**config.mk**
```make
export PLATFORM = sky130hd
export DESIGN_NAME = mem_arbiter_flat
export DESIGN_NICKNAME = d
export VERILOG_FILES = /design/src/rtl/mem_arb_pkg.sv /design/src/rtl/mem_arbiter_if.sv /design/src/rtl/mem_arbiter_arb_rr2.sv /design/src/rtl/mem_arbiter.sv /design/src/flat_wrapper.sv
export SDC_FILE = /design/constraint.sdc
export NUM_CORES = 1
export LEC_CHECK = 0
export BUFFER_PORTS_ARGS = -buffer_cell sky130_fd_sc_hd__buf_2
export CAP_MARGIN = 30
export CORE_UTILIZATION = 45
export DETAILED_ROUTE_END_ITERATION = 8
export GPL_TIMING_DRIVEN = 0
export PLACE_DENSITY_LB_ADDON = 0.12
export SETUP_SLACK_MARGIN = 0.02
export SLEW_MARGIN = 10
export SYNTH_ARGS = -nofsm -noshare
export SYNTH_HDL_FRONTEND = slang
export SYNTH_SLANG_ARGS = --single-unit
export TNS_END_PERCENT = 30
```
**constraint.sdc**
```tcl
create_clock -name clk -period 2.2 [get_ports clk]
set_clock_uncertainty 0.2 [all_clocks]
set_input_delay 0.22 -clock clk [delete_from_list [all_inputs] [get_ports clk]]
set_output_delay 0.22 -clock clk [all_outputs]
set_load 0.02 [all_outputs]
```
**src/rtl/mem_arb_pkg.sv**
```systemverilog
// Shared types and constants for the two-port data-memory arbiter.
package mem_arb_pkg;

    localparam int DEF_ADDR_W = 16;
    localparam int DEF_DATA_W = 32;

    localparam logic PORT_CORE = 1'b0;
    localparam logic PORT_DMA  = 1'b1;

    typedef enum logic [1:0] {
        ST_IDLE   = 2'd0,
        ST_ACCESS = 2'd1,
        ST_RESP   = 2'd2
    } arb_state_t;

endpackage

```
**src/rtl/mem_arbiter_if.sv**
```systemverilog
// Bundle of core, loader/DMA and memory-side signals around mem_arbiter.
interface mem_arbiter_if
    import mem_arb_pkg::*;
#(
    parameter int ADDR_W = DEF_ADDR_W,
    parameter int DATA_W = DEF_DATA_W
);
    logic              c_req;
    logic              c_we;
    logic [ADDR_W-1:0] c_addr;
    logic [DATA_W-1:0] c_wdata;
    logic              c_ack;
    logic [DATA_W-1:0] c_rdata;

    logic              d_req;
    logic              d_we;
    logic [ADDR_W-1:0] d_addr;
    logic [DATA_W-1:0] d_wdata;
    logic              d_ack;
    logic [DATA_W-1:0] d_rdata;

    logic              m_we;
    logic [ADDR_W-1:0] m_addr;
    logic [DATA_W-1:0] m_wdata;
    logic [DATA_W-1:0] m_rdata;

    logic              busy;
    logic              gnt;

    modport slave (
        input  c_req, c_we, c_addr, c_wdata,
        input  d_req, d_we, d_addr, d_wdata,
        input  m_rdata,
        output c_ack, c_rdata, d_ack, d_rdata,
        output m_we, m_addr, m_wdata,
        output busy, gnt
    );

    modport master (
        output c_req, c_we, c_addr, c_wdata,
        output d_req, d_we, d_addr, d_wdata,
        output m_rdata,
        input  c_ack, c_rdata, d_ack, d_rdata,
        input  m_we, m_addr, m_wdata,
        input  busy, gnt
    );

endinterface

```
**src/rtl/mem_arbiter_arb_rr2.sv**
```systemverilog
// Two-way grant logic; round-robin by default, core-first when
// MEM_ARB_FIXED_PRIO_EN is defined.
module arb_rr2
    import mem_arb_pkg::*;
(
    input  logic       clk,
    input  logic       rst_n,
    input  logic [1:0] req,
    input  logic [1:0] mask,
    input  logic       take,
    output logic       valid,
    output logic       win
);

    logic [1:0] elig;

    assign elig = req & ~mask;

`ifdef MEM_ARB_FIXED_PRIO_EN
    logic unused_fixed;

    // A held core request blocks the loader even while masked in its ack cycle.
    assign valid        = elig[PORT_CORE] | (elig[PORT_DMA] & ~req[PORT_CORE]);
    assign win          = elig[PORT_CORE] ? PORT_CORE : PORT_DMA;
    assign unused_fixed = ^{clk, rst_n, take};
`else
    logic ptr;

    assign valid = |elig;

    always_comb begin
        if (&elig)
            win = ~ptr;
        else if (elig[PORT_CORE])
            win = PORT_CORE;
        else
            win = PORT_DMA;
    end

    // Pointer holds the last granted port; reset to DMA so the core wins the first tie.
    always_ff @(posedge clk or negedge rst_n) begin
        if (!rst_n)
            ptr <= PORT_DMA;
        else if (take && valid)
            ptr <= win;
    end
`endif

endmodule

```
**src/rtl/mem_arbiter.sv**
```systemverilog
// Serialises core and loader/DMA accesses onto one synchronous-read memory
// port. Tie policy selected by MEM_ARB_FIXED_PRIO_EN (see arb_rr2).
//
// state     | meaning
// ST_IDLE   | waiting for an eligible request, winner latched on exit
// ST_ACCESS | address/data driven for MEM_LAT cycles, strobe in first cycle
// ST_RESP   | read data captured, ack registered for the next cycle
module mem_arbiter
    import mem_arb_pkg::*;
#(
    parameter int ADDR_W  = DEF_ADDR_W,
    parameter int DATA_W  = DEF_DATA_W,
    parameter int MEM_LAT = 1
) (
    input logic           clk,
    input logic           rst_n,
    mem_arbiter_if.slave  bus
);

    localparam int              CNT_W    = (MEM_LAT > 1) ? $clog2(MEM_LAT) : 1;
    localparam logic [CNT_W-1:0] CNT_LOAD = CNT_W'(MEM_LAT - 1);

    arb_state_t        state;
    logic [CNT_W-1:0]  cnt;
    logic              lat_we;
    logic              gnt_q;
    logic              m_we_q;
    logic [ADDR_W-1:0] m_addr_q;
    logic [DATA_W-1:0] m_wdata_q;
    logic              c_ack_q;
    logic              d_ack_q;
    logic [DATA_W-1:0] c_rdata_q;
    logic [DATA_W-1:0] d_rdata_q;
    logic              busy_q;

    logic              arb_valid;
    logic              arb_win;
    logic              take;
    logic              sel_we;
    logic [ADDR_W-1:0] sel_addr;
    logic [DATA_W-1:0] sel_wdata;

    assign take = (state == ST_IDLE);

    // The ack register doubles as the mask so a completed request is not re-issued.
    arb_rr2 u_arb (
        .clk   (clk),
        .rst_n (rst_n),
        .req   ({bus.d_req, bus.c_req}),
        .mask  ({d_ack_q, c_ack_q}),
        .take  (take),
        .valid (arb_valid),
        .win   (arb_win)
    );

    assign sel_we    = (arb_win == PORT_DMA) ? bus.d_we    : bus.c_we;
    assign sel_addr  = (arb_win == PORT_DMA) ? bus.d_addr  : bus.c_addr;
    assign sel_wdata = (arb_win == PORT_DMA) ? bus.d_wdata : bus.c_wdata;

    always_ff @(posedge clk or negedge rst_n) begin
        if (!rst_n) begin
            state     <= ST_IDLE;
            cnt       <= '0;
            lat_we    <= 1'b0;
            gnt_q     <= PORT_DMA;
            m_we_q    <= 1'b0;
            m_addr_q  <= '0;
            m_wdata_q <= '0;
            c_ack_q   <= 1'b0;
            d_ack_q   <= 1'b0;
            c_rdata_q <= '0;
            d_rdata_q <= '0;
            busy_q    <= 1'b0;
        end else begin
            m_we_q  <= 1'b0;
            c_ack_q <= 1'b0;
            d_ack_q <= 1'b0;
            unique case (state)
                ST_IDLE: begin
                    if (arb_valid) begin
                        gnt_q     <= arb_win;
                        lat_we    <= sel_we;
                        m_we_q    <= sel_we;
                        m_addr_q  <= sel_addr;
                        m_wdata_q <= sel_wdata;
                        cnt       <= CNT_LOAD;
                        busy_q    <= 1'b1;
                        state     <= ST_ACCESS;
                    end
                end
                ST_ACCESS: begin
                    if (cnt == '0)
                        state <= ST_RESP;
                    else
                        cnt <= cnt - CNT_W'(1);
                end
                ST_RESP: begin
                    if (gnt_q == PORT_DMA) begin
                        d_ack_q <= 1'b1;
                        if (!lat_we)
                            d_rdata_q <= bus.m_rdata;
                    end else begin
                        c_ack_q <= 1'b1;
                        if (!lat_we)
                            c_rdata_q <= bus.m_rdata;
                    end
                    busy_q <= 1'b0;
                    state  <= ST_IDLE;
                end
                default: state <= ST_IDLE;
            endcase
        end
    end

    assign bus.m_we    = m_we_q;
    assign bus.m_addr  = m_addr_q;
    assign bus.m_wdata = m_wdata_q;
    assign bus.c_ack   = c_ack_q;
    assign bus.d_ack   = d_ack_q;
    assign bus.c_rdata = c_rdata_q;
    assign bus.d_rdata = d_rdata_q;
    assign bus.busy    = busy_q;
    assign bus.gnt     = gnt_q;

endmodule

```
**src/flat_wrapper.sv**
```systemverilog
// flat-port wrapper written by rule: the top's interface ports become plain ports
module mem_arbiter_flat import mem_arb_pkg::*;
#(
    parameter int ADDR_W  = DEF_ADDR_W,
    parameter int DATA_W  = DEF_DATA_W,
    parameter int MEM_LAT = 1
)
  (clk, rst_n, bus_c_req, bus_c_we, bus_c_addr, bus_c_wdata, bus_d_req, bus_d_we, bus_d_addr, bus_d_wdata, bus_m_rdata, bus_c_ack, bus_c_rdata, bus_d_ack, bus_d_rdata, bus_m_we, bus_m_addr, bus_m_wdata, bus_busy, bus_gnt);
  mem_arbiter_if #(.ADDR_W(ADDR_W), .DATA_W(DATA_W)) bus_i ();
  input logic clk;
  input logic rst_n;
  input wire logic [$bits(bus_i.c_req)-1:0] bus_c_req;
  input wire logic [$bits(bus_i.c_we)-1:0] bus_c_we;
  input wire logic [$bits(bus_i.c_addr)-1:0] bus_c_addr;
  input wire logic [$bits(bus_i.c_wdata)-1:0] bus_c_wdata;
  input wire logic [$bits(bus_i.d_req)-1:0] bus_d_req;
  input wire logic [$bits(bus_i.d_we)-1:0] bus_d_we;
  input wire logic [$bits(bus_i.d_addr)-1:0] bus_d_addr;
  input wire logic [$bits(bus_i.d_wdata)-1:0] bus_d_wdata;
  input wire logic [$bits(bus_i.m_rdata)-1:0] bus_m_rdata;
  output wire logic [$bits(bus_i.c_ack)-1:0] bus_c_ack;
  output wire logic [$bits(bus_i.c_rdata)-1:0] bus_c_rdata;
  output wire logic [$bits(bus_i.d_ack)-1:0] bus_d_ack;
  output wire logic [$bits(bus_i.d_rdata)-1:0] bus_d_rdata;
  output wire logic [$bits(bus_i.m_we)-1:0] bus_m_we;
  output wire logic [$bits(bus_i.m_addr)-1:0] bus_m_addr;
  output wire logic [$bits(bus_i.m_wdata)-1:0] bus_m_wdata;
  output wire logic [$bits(bus_i.busy)-1:0] bus_busy;
  output wire logic [$bits(bus_i.gnt)-1:0] bus_gnt;
  assign bus_i.c_req = bus_c_req;
  assign bus_i.c_we = bus_c_we;
  assign bus_i.c_addr = bus_c_addr;
  assign bus_i.c_wdata = bus_c_wdata;
  assign bus_i.d_req = bus_d_req;
  assign bus_i.d_we = bus_d_we;
  assign bus_i.d_addr = bus_d_addr;
  assign bus_i.d_wdata = bus_d_wdata;
  assign bus_i.m_rdata = bus_m_rdata;
  assign bus_c_ack = bus_i.c_ack;
  assign bus_c_rdata = bus_i.c_rdata;
  assign bus_d_ack = bus_i.d_ack;
  assign bus_d_rdata = bus_i.d_rdata;
  assign bus_m_we = bus_i.m_we;
  assign bus_m_addr = bus_i.m_addr;
  assign bus_m_wdata = bus_i.m_wdata;
  assign bus_busy = bus_i.busy;
  assign bus_gnt = bus_i.gnt;
  mem_arbiter #(.ADDR_W(ADDR_W), .DATA_W(DATA_W), .MEM_LAT(MEM_LAT)) u_core (.clk(clk), .rst_n(rst_n), .bus(bus_i));
endmodule
```
==> out/qor.yml <==
critical_path:
  cp_cell_sequence: "or3b_1 > and2_1 > clkbuf_1 > clkbuf_1 > nand2_1 > a31oi_1"
  cp_max_fo: 10
  cp_slowest_cell: "dfstp_2"
  reg2reg_slack_ps: 160
  crit_path_max_incr_delay_ps: 570
  arrival_ps: 2250
  cp-end-kind: "flop"
  worstSetupPathType: "reg2reg"
  reg2reg_to: "u_core.bus.m_addr[7]"
  critPathLaunchType: "flop"
  critPathRequiredTime_ps: 2420
  reg2reg_from: "u_core.bus.gnt"
  path_common_cell: "clkbuf_1"
  r2r_cells: 6
cells_and_area:
  multi_input_area_um2: 1690
  fin_util_pct: 79.2
  antenna_cells: 0
  drive_gt1_share_pct: 42.7
  nets: 961
  ff_latch_area_um2: 3000
  final_cells: 976
  fillers: 630
  syn2layout_area_growth_pct: 70.3
cts:
  cts_buffer_depth: 2
  clkLatencyLatePin_ps: 500
  cts_setup_buffers: 0
  cts_made_buffers: 17
  cts_sinks: 120
  cts_tree: "built"
  path_clk_slew_ps: 60
  root_buffer: "clkbuf_8"
  htree_levels: 4
power:
  p_leak_nw: 4.03
  p_per_area_nw_per_um2: 1460
  peakVddDrop_mv: 0.701
route:
  drt_first_pass_iters: 5
  drcViolationCount: 0
  ant_nets: 0
  vias_per_cell: 5.10
  wl_mm: 16.1
  drt_iter0_markers: 303
  vias: 4973
  wl_per_cell_um: 16.5
sta:
  period_share_pct: 92.6
  slew_violations: 0
  slew_headroom_pct: 66.8
  hold_ws_ps: 28.8
  min_period_ps: 2040
  rsz0062_at_grt: "yes"
  hold_viol: 0
  fmax_mhz: 491
  worst_pin_slew_ps: 498
  setup_viol: 0
synthesis:
  yosys.cell_types.count: 21
  avgSynthCellArea_um2: 11.3
  synth.net_count: 560
  ys_ff_latch: 120
  ys_seq_area_share_pct: 62.3
  yosysWarnings: 0
  netlist_instances: 426
  syn_area_um2: 4820
global_route:
  track_usage_pct: 29.8
  grt_pass1_vias: 5349
  grt_pass1_wl_mm: 25.6
  grt_overflow_total: 0
  grt_max_degree: 70
  antenna_found_initial: 0
floorplanning:
  num_rows: 37
  die_area_um2: 11100
  dieWidth_um: 106
  pin_count: 251
  die_h_um: 106
  start_util_pct: 46.5
  core_area_um2: 10400
placed_design:
  place_inst: 813
  hpwl_mm: 9.17
  place_congestion: 0.775
  io_buffers: 250
job:
  drv_cap: 0
outcome:
  outcome: "finished clean"
worst_hold_path:
  min_path_type: "in2async"
==> how the worst max path moves through the flow <==
stage	startpoint	to	slack [ps]	depth (start not counted)
after floorplan	u_core.bus.gnt	u_core.bus.d_rdata[10]	320	4
after global placement	rst_n	u_core.bus.m_wdata[16]	-710	1
after detailed placement	u_core.bus.gnt	u_core.bus.d_rdata[5]	80	4
after CTS	u_core.bus.gnt	u_core.bus.d_rdata[10]	70	4
after global routing	u_core.bus.gnt	u_core.bus.m_addr[6]	10	6
final	u_core.bus.gnt	u_core.bus.m_addr[7]	160	6
==> sequential cells by signal (all words and copies together), names as in the netlist, 2 cells and up <==
name                flops
u_core.bus.m_wdata     32
u_core.bus.m_addr      16
u_core.bus.c_rdata     32
u_core.state            2
u_core.bus.d_rdata     32
==> power by group <==
part / leakage, nW / internal, W / switching (W)
sequential: 1.41 / 0.00333 / 0.000598
clock: 0.305 / 0.00190 / 0.000974
combinational: 2.31 / 0.00199 / 0.00320
total: 4.03 / 0.00721 / 0.00477
==> cell families after synthesis <==
kind of cell / after synthesis / synth area share [%]
DFF: 120 / 62.3
AOI/OAI and AO/OA: 53 / 6.93
and+or+nand+nor: 160 / 13.1
muxes: 64 / 14.9
buffers and inverters: 29 / 2.75
==> cell usage after synthesis <==
master / number / area share (%)
nor3_2: 2 / 0.42
buf_6: 1 / 0.23
dfrtp_1: 119 / 62
or3b_1: 1 / 0.18
o21a_1: 1 / 0.16
a21o_1: 1 / 0.16
dfstp_2: 1 / 0.54
a21boi_0: 1 / 0.16
mux2_2: 60 / 14
buf_2: 13 / 1.3
nand2_1: 100 / 7.8
nor2b_1: 3 / 0.39
a31oi_1: 49 / 6.4
and2_1: 1 / 0.13
buf_1: 2 / 0.16
o21ai_0: 1 / 0.10
mux2_1: 4 / 0.93
nand2b_1: 1 / 0.13
nor2_1: 52 / 4.0
inv_1: 1 / 0.078
clkbuf_1: 12 / 0.93
==> worst max-delay path, delay by kind of cell, from the launching register on <==
kind	cells	cell delay, ps
simple gates	3	370
buf+inv	2	610
compound gates	1	200
flops	1	570
==> placed cells by master (no fill, tap or decap), types with 2 or more instances in the layout <==
cell type,synthesis,layout
buf_2,13,262
dlygate4sd3_1,0,131
dfrtp_1,119,119
nand2_1,100,100
mux2_2,60,60
nor2_1,52,52
a31oi_1,49,49
clkbuf_16,0,16
clkbuf_1,12,13
mux2_1,4,4
bufinv_16,0,4
clkinv_2,0,4
nor2b_1,3,3
clkbuf_8,0,3
clkinv_4,0,3
buf_6,1,2
buf_1,2,2
==> routing by layer <==
layer / part of all wire [%] / track usage [%] / wire length, µm / vias to the layer above
li1: - / - / - / 2246
met1: 39 / 33.9 / 6230 / 2354
met2: 50 / 51.5 / 8070 / 308
met3: 6.9 / 7.92 / 1110 / 65
met4: 4.1 / 15.5 / 653 / 0
met5: 0 / 0 / 0 / -
==> area by class of cell <==
type                    instances  share of cell area, %
multi-input cells             277                   20.6
inverters                       1                 0.0457
clock buffers                  20                   5.42
flip-flops and latches        120                   36.6
plain buffers                  28                   1.57
well taps                     136                   2.07
clock inverters                12                   2.12
repair buffers                382                   31.6
==> stage by stage <==
stage	worst slack, ps	total power [W]	area (µm²)	TNS, ps
after floorplan	317	0.00702	4820	0
after global placement	-708	0.00866	6240	-83400
after detailed placement	78.2	0.00882	6280	0
after CTS	71.9	0.0119	8210	0
after global routing	12.0	0.0126	8210	0
final	162	0.0120	8210	0
==> timing repair <==
item,4_1_cts,5_1_grt
hold buffers,131,0
endpoints found under the setup margin,0,27
endpoints found under the hold margin,234,0
gates resized for setup,0,1
Power figures use the tool's default switching activity.
